`config.mk`:
```
export PLATFORM = sky130hd
export DESIGN_NAME = lsu_byte_master
export DESIGN_NICKNAME = d
export VERILOG_FILES = /design/src/rtl/lsu_byte_master.sv
export SDC_FILE = /design/constraint.sdc
export NUM_CORES = 1
export LEC_CHECK = 0
export ABC_AREA = 0
export CELL_PAD_IN_SITES_DETAIL_PLACEMENT = 1
export CELL_PAD_IN_SITES_GLOBAL_PLACEMENT = 1
export CORE_MARGIN = 2
export CORE_UTILIZATION = 38
export CTS_CLUSTER_SIZE = 28
export DETAILED_ROUTE_END_ITERATION = 8
export GPL_TIMING_DRIVEN = 0
export PLACE_DENSITY = 0.87
export SLEW_MARGIN = 25
export SYNTH_ARGS = -nofsm -noshare
export SYNTH_HDL_FRONTEND = slang
export SYNTH_SLANG_ARGS = --single-unit
export TNS_END_PERCENT = 100
```
`constraint.sdc`:
```
create_clock -name clk -period 2.7 [get_ports clk]
set_input_delay 0.54 -clock clk [delete_from_list [all_inputs] [get_ports clk]]
set_output_delay 0.54 -clock clk [all_outputs]
set_load 0.03 [all_outputs]
```
`src/rtl/lsu_byte_master.sv`:
```
// Byte-serial load/store initiator: splits word/half/byte requests into little-endian byte beats.
// Optional build macro LSU_MISALIGN_TRAP_EN rejects misaligned half/word accesses with resp_err.
module lsu_byte_master #(
  parameter int ADDR_W = 8
) (
  input  logic              clk,
  input  logic              rst_n,
  input  logic              req_valid,
  output logic              req_ready,
  input  logic              req_write,
  input  logic [1:0]        req_size,
  input  logic              req_signed,
  input  logic [ADDR_W-1:0] req_addr,
  input  logic [31:0]       req_wdata,
  output logic              resp_valid,
  output logic              resp_err,
  output logic [31:0]       resp_rdata,
  output logic              mem_en,
  output logic              mem_we,
  output logic [ADDR_W-1:0] mem_addr,
  output logic [7:0]        mem_wdata,
  input  logic [7:0]        mem_rdata
);

  typedef enum logic [1:0] {IDLE, ACCESS, DRAIN, RESP} state_t;

  state_t              state_q, state_d;
  logic                write_q, signed_q, err_q;
  logic [1:0]          size_q, cnt_q, last_q, prev_lane;
  logic [ADDR_W-1:0]   addr_q;
  logic [31:0]         wdata_q, asm_q;
  logic                bad, last_beat;
  logic [1:0]          req_last;

  always_comb begin
    bad = (req_size == 2'b11);
`ifdef LSU_MISALIGN_TRAP_EN
    bad = bad || (req_size == 2'b01 && req_addr[0])
              || (req_size == 2'b00 && req_addr[1:0] != 2'b00);
`endif
    unique case (req_size)
      2'b00:   req_last = 2'd3;
      2'b01:   req_last = 2'd1;
      default: req_last = 2'd0;
    endcase
    last_beat = (cnt_q == last_q);
    prev_lane = cnt_q - 2'd1;
  end

  always_ff @(posedge clk or negedge rst_n) begin
    if (!rst_n) state_q <= IDLE;
    else        state_q <= state_d;
  end

  always_comb begin
    state_d = state_q;
    unique case (state_q)
      IDLE:    if (req_valid) state_d = bad ? RESP : ACCESS;
      ACCESS:  if (last_beat) state_d = write_q ? RESP : DRAIN;
      DRAIN:   state_d = RESP;
      RESP:    state_d = IDLE;
      default: state_d = IDLE;
    endcase
  end

  // addr_q/wdata_q advance per beat so the memory port is driven straight from flops.
  always_ff @(posedge clk or negedge rst_n) begin
    if (!rst_n) begin
      write_q  <= 1'b0;
      signed_q <= 1'b0;
      err_q    <= 1'b0;
      size_q   <= '0;
      cnt_q    <= '0;
      last_q   <= '0;
      addr_q   <= '0;
      wdata_q  <= '0;
      asm_q    <= '0;
    end else begin
      unique case (state_q)
        IDLE: if (req_valid) begin
          write_q  <= req_write;
          signed_q <= req_signed;
          err_q    <= bad;
          size_q   <= req_size;
          cnt_q    <= '0;
          last_q   <= req_last;
          addr_q   <= req_addr;
          wdata_q  <= req_wdata;
          asm_q    <= '0;
        end
        ACCESS: begin
          addr_q  <= addr_q + ADDR_W'(1);
          wdata_q <= {8'h00, wdata_q[31:8]};
          cnt_q   <= cnt_q + 2'd1;
          // Read data lags its beat by one cycle, so lane i lands during beat i+1.
          if (!write_q && cnt_q != 2'd0) asm_q[{prev_lane, 3'b000} +: 8] <= mem_rdata;
        end
        DRAIN: asm_q[{last_q, 3'b000} +: 8] <= mem_rdata;
        default: ;
      endcase
    end
  end

  always_comb begin
    req_ready  = (state_q == IDLE);
    mem_en     = (state_q == ACCESS);
    mem_we     = mem_en && write_q;
    mem_addr   = addr_q;
    mem_wdata  = wdata_q[7:0];
    resp_valid = (state_q == RESP);
    resp_err   = resp_valid && err_q;
    resp_rdata = '0;
    if (resp_valid && !err_q && !write_q) begin
      unique case (size_q)
        2'b10:   resp_rdata = {{24{signed_q & asm_q[7]}}, asm_q[7:0]};
        2'b01:   resp_rdata = {{16{signed_q & asm_q[15]}}, asm_q[15:0]};
        default: resp_rdata = asm_q;
      endcase
    end
  end

endmodule
```
Word-level counts from Yosys, hierarchy flattened

Cells that the tools add are included.

Register bits: 83
Input port bits: 55
Output and inout port bits: 53

$add $sub $neg: 5
Equal/unequal tests: 11
Shifts and indexed selects: 4
Mux-type cells: 19
Bitwise logic cells: 2
Reductions and logical operators: 16

Operators with widths:

| operator                 | number |
|---|---|
| $mux W32                 | 4 |
| $pmux W32 S2             | 2 |
| $pmux W32 S3             | 1 |
| $bwmux W32               | 2 |
| $shift A8 B7 Y32 const A | 2 |
| $shiftx A8 B7 Y32        | 2 |
| $pmux W8 S2              | 1 |
| $neg A5 Y7               | 2 |
| $add A8 B1 Y8 const B    | 1 |
| $eq A2 B2 Y1 const B     | 4 |
| $mux W2                  | 4 |
| $mux W8                  | 1 |
| $pmux W2 S2              | 2 |
| $pmux W2 S4              | 1 |
| $eq A2 B1 Y1 const B     | 3 |
| $reduce_and A2 Y1        | 3 |
| $logic_and A1 B1 Y1      | 5 |
| $logic_not A2 Y1         | 2 |
| $ne A2 B1 Y1 const B     | 2 |
| $reduce_bool A2 Y1       | 2 |
| $reduce_and A3 Y1        | 1 |
| $reduce_bool A3 Y1       | 1 |
| $add A2 B1 Y2 const B    | 1 |
| $and A1 B1 Y1            | 2 |
| other kinds (5)          | 6 |

Longest topological paths before layout

Depth in word-level cells: 6
Mapped depth: 8

Worst setup path after synthesis

Ideal clock, no wire load.

Kind: register to output
Start: register state_q[1]
End: output mem_we
Data arrival time: 2000 ps
Setup slack: 160 ps
Cell stages (with the launch flop): 8
Cell sequence: dfrtp_1 inv_1 ha_1 buf_2 buf_2 buf_4 clkbuf_1 and2_1

Cells in the longest elaborated chain, start to end: 2

Ends and longest elaborated chain:

| item                     | line | source |
|---|---|---|
| start: declaration       | 27   | `state_t state_q, state_d;` |
| start signal: assignment | 52   | `else state_q <= state_d;` |
| $eq A2 B1 Y1             | 106  | `mem_en = (state_q == ACCESS);` |
| net mem_en               | 18   | `output logic mem_en,` |
| $logic_and A1 B1 Y1      | 107  | `mem_we = mem_en && write_q;` |
| end: declaration         | 19   | `output logic mem_we,` |

The timed path passes the listed nets, and every way through them passes these cells.

Worst setup path after layout

Start: register state_q[0]
End: output resp_rdata[27]

Cells in the longest elaborated chain, start to end: 4

Ends and longest elaborated chain:

| item                             | line | source |
|---|---|---|
| $eq A2 B2 Y1                     | 110  | `resp_valid = (state_q == RESP);` |
| $logic_and A1 B1 Y1 (2 in a row) | 113  | `if (resp_valid && !err_q && !write_q) begin` |
| $mux W32                         | 113  |  |
| end: declaration                 | 17   | `output logic [31:0] resp_rdata,` |

Every way passes these cells.

==> impl_metrics.toml <==
[die]
die-area_sq_um = 12780
core-area_sq_um = 11520
start_util_pct = 39.24
io-pin-count = 108
die_y_um = 113.1
die_w_um = 113.1
rows = 39

[critical_path]
critPathMaxFanout = 10
cp.arrival_ns = 2.09
cp.required_ns = 2.16
worst-setup-path-type = "flip-flop to primary output"
end_kind = "primary output"
start_kind = "flip-flop"

[placement]
placed_area_sq_um = 5777
portBuffers = 106
gp_congestion = 0.8348
dp_slack_ns = -0.5083
dpl.hpwl_um = 10040

[logic_synthesis]
netlist_instances = 462
netlist_area_sq_um = 4519
synth.avg_cell_area_sq_um = 9.782
synthesis.nets = 535
synth_top_area_share_pct = 45.96
synth_most_common_cell = "dfrtp_1"
yosysWarnings = 0
synth_edf_count = 0
async_flop_share_pct = 100.0
ys_ff_latch = 83
synth_commonest_cells = "83 x dfrtp_1, 48 x nand2_1, 42 x o21ai_0"
yosysUniqueCellTypes = 55
yosysTopAreaCell = "dfrtp_1"
yosys-top-cells-area = "dfrtp_1 46%, a22o_1 6.4%, mux2i_1 6.2%"
seq_area_frac_synth_pct = 45.96
synth-main-ff-cell = "dfrtp_1"

[clock_network]
clock_path_buffers = 2
cts_buffers = 9
root_buffer = "clkbuf_16"
ctsHoldBuffers = 0
cts_tree = "done"
path_clk_slew_ns = 0.06
insertion_delay_ns = 0.34
cts_sinks = 83
htreeDepth = 3

[timing]
finalMaxSlewViolations = 0
tightest_slew_ns = 0.5303
rsz0062_at_grt = "yes"
hold_slack_ns = 0.1757
slew_headroom_pct = 64.64
hold_viol = 0
finalCritPeriodShare_pct = 97.30
fin_worst_skew_ns = 0.004930
setup_viol = 0
max_freq_ghz = 0.3807
setup_ws_ns = 0.07293
min_period_ns = 2.627

[route]
vias_per_cell = 5.539
postRouteAntennaNets = 0
avgRoutedWirePerCell_um = 19.63
wl_um = 14230
drtPass1Iterations = 8
drc = 2
vias = 4016
drt-initial-drc-count = 194

[min_path]
hold_class = "input port to asynchronous set/reset pin"

[power]
power_mw = 7.013
power.density_nw_per_um2 = 1160
p_leak_nw = 2.870
clkPwrFrac_pct = 17.2
switching_power_mw = 3.198
switching_share_pct = 45.60
intPower_mw = 3.815
pwr-share-seq_pct = 29.4
p_comb_share_pct = 53.4
vdd_drop_max_mv = 0.6053

[finish]
fin_nets = 650
antenna_cells = 0
drive_above_1_share_pct = 13.40
fin_area_sq_um = 6045
multi_input_area_sq_um = 2132
nFillCells = 1324
seq_area_sq_um = 2077
syn_to_final_growth_pct = 33.75

[run]
drv_cap = 0

[global_routing]
grt_pass1_wl_um = 22960
grt_usage_pct = 22.91
grt_max_degree = 46
globalRouteOverflowTotal = 0
grt_pass1_vias = 4365
antenna_found_initial = 0

[status]
status = "finished, violations left"
violations = "design-rule violations"
cells in the final DEF (no fill, tap or decap), types with 2 or more instances in the layout:
master / n
clkbuf_8: 4
a31oi_1: 12
o22ai_1: 5
mux2i_1: 28
xor2_1: 2
buf_2: 13
clkdlybuf4s50_1: 71
nand4_1: 4
mux2_2: 4
and2_1: 2
nor2b_1: 8
a22o_1: 33
clkbuf_1: 11
clkbuf_4: 2
inv_1: 38
clkbuf_16: 9
dfrtp_1: 83
buf_4: 12
a22oi_1: 4
and4_1: 3
nor2_1: 5
nand2_1: 48
dlymetal6s2s_1: 9
nand3_1: 6
and3_1: 12
clkdlybuf4s15_2: 3
dlygate4sd2_1: 7
nor4bb_1: 2
ha_1: 16
o21ai_0: 42
buf_1: 2
a21oi_1: 34
a21oi_2: 2
nor2_2: 2
o21ai_2: 5
buf_6: 2
clkbuf_2: 6
routing by layer:
metal,up-vias,wire [um],GRT usage (%),share of wire (%)
met5,-,0,0,0
met4,0,291,8.780,2.0
met3,19,417,2.410,2.9
met2,94,7410,40.28,52
met1,2042,6113,29.09,43
li1,1861,-,-,-
final timing paths:
kind                            slack (ns)       start        endpoint  cells after the start
worst min-delay path                  0.18       rst_n     mem_addr[2]                      1
max in group asynchronous             1.88       rst_n       asm_q[23]                      2
worst min register to register        0.48  wdata_q[0]      wdata_q[0]                      2
min in group clk                      0.48  wdata_q[0]      wdata_q[0]                      2
worst max-delay path                  0.07  state_q[0]  resp_rdata[27]                      6
worst max register to register        0.44    cnt_q[0]        asm_q[1]                      6
registers in the layout, indices dropped and copies added, names as in the netlist:
signal and count:
asm_q 32, err_q 1, cnt_q 2, write_q 1
mem_addr 8, last_q 2, signed_q 1, size_q 2
wdata_q 32, state_q 2
final cells by class:
type                       count  area share, %
multi-input combinational    306          35.27
sequential                    83          34.36
timing repair buffer         109          17.18
clock buffer                  15          4.761
buffer                        29          2.960
tap                          143          2.960
inverter                      39          2.422
clock inverter                 1        0.08280
cell families after synthesis:
family          synth area share, %
xor+xnor                     0.3877
buf+inv                       7.336
fa+ha+maj                     4.983
flops                         45.96
compound gates                21.10
simple gates                  13.04
mux                           7.198
what timing repair did:
item,in CTS,in global routing
endpoints found under the setup margin,34,25
setup buffers,1,1
pin swaps,1,0
gates resized for setup,64,38
hold endpoints to repair,0,0
worst max-delay path, stage by stage (launching register included):
cell and delay, ns:
dfrtp_1 0.44, ha_2 0.27, nand2_2 0.14, or2_4 0.32, clkbuf_4 0.20, a21oi_1 0.16
buf_2 0.23
power by group through the flow:
| stage | registers, mW | logic (mW) | clock network (mW) |
|---|---|---|---|
| 2_1_floorplan | 2.04 | 2.42 | 0 |
| 3_3_place_gp | 2.02 | 3.48 | 0 |
| 3_5_place_dp | 2.07 | 3.65 | 0 |
| 4_1_cts | 2.06 | 3.73 | 1.22 |
| 5_1_grt | 2.12 | 4.09 | 1.28 |
| 6_report | 2.06 | 3.74 | 1.21 |
stage by stage:
step	TNS (ns)	instances	util, %
finish	0	725	52.49
global route	-0.01239	725	52.49
CTS	0	724	52.75
detailed placement	-8.988	712	50.16
global placement	-158.91	711	50.01
floorplan	0	462	-
(Power assumes the default switching activity.)
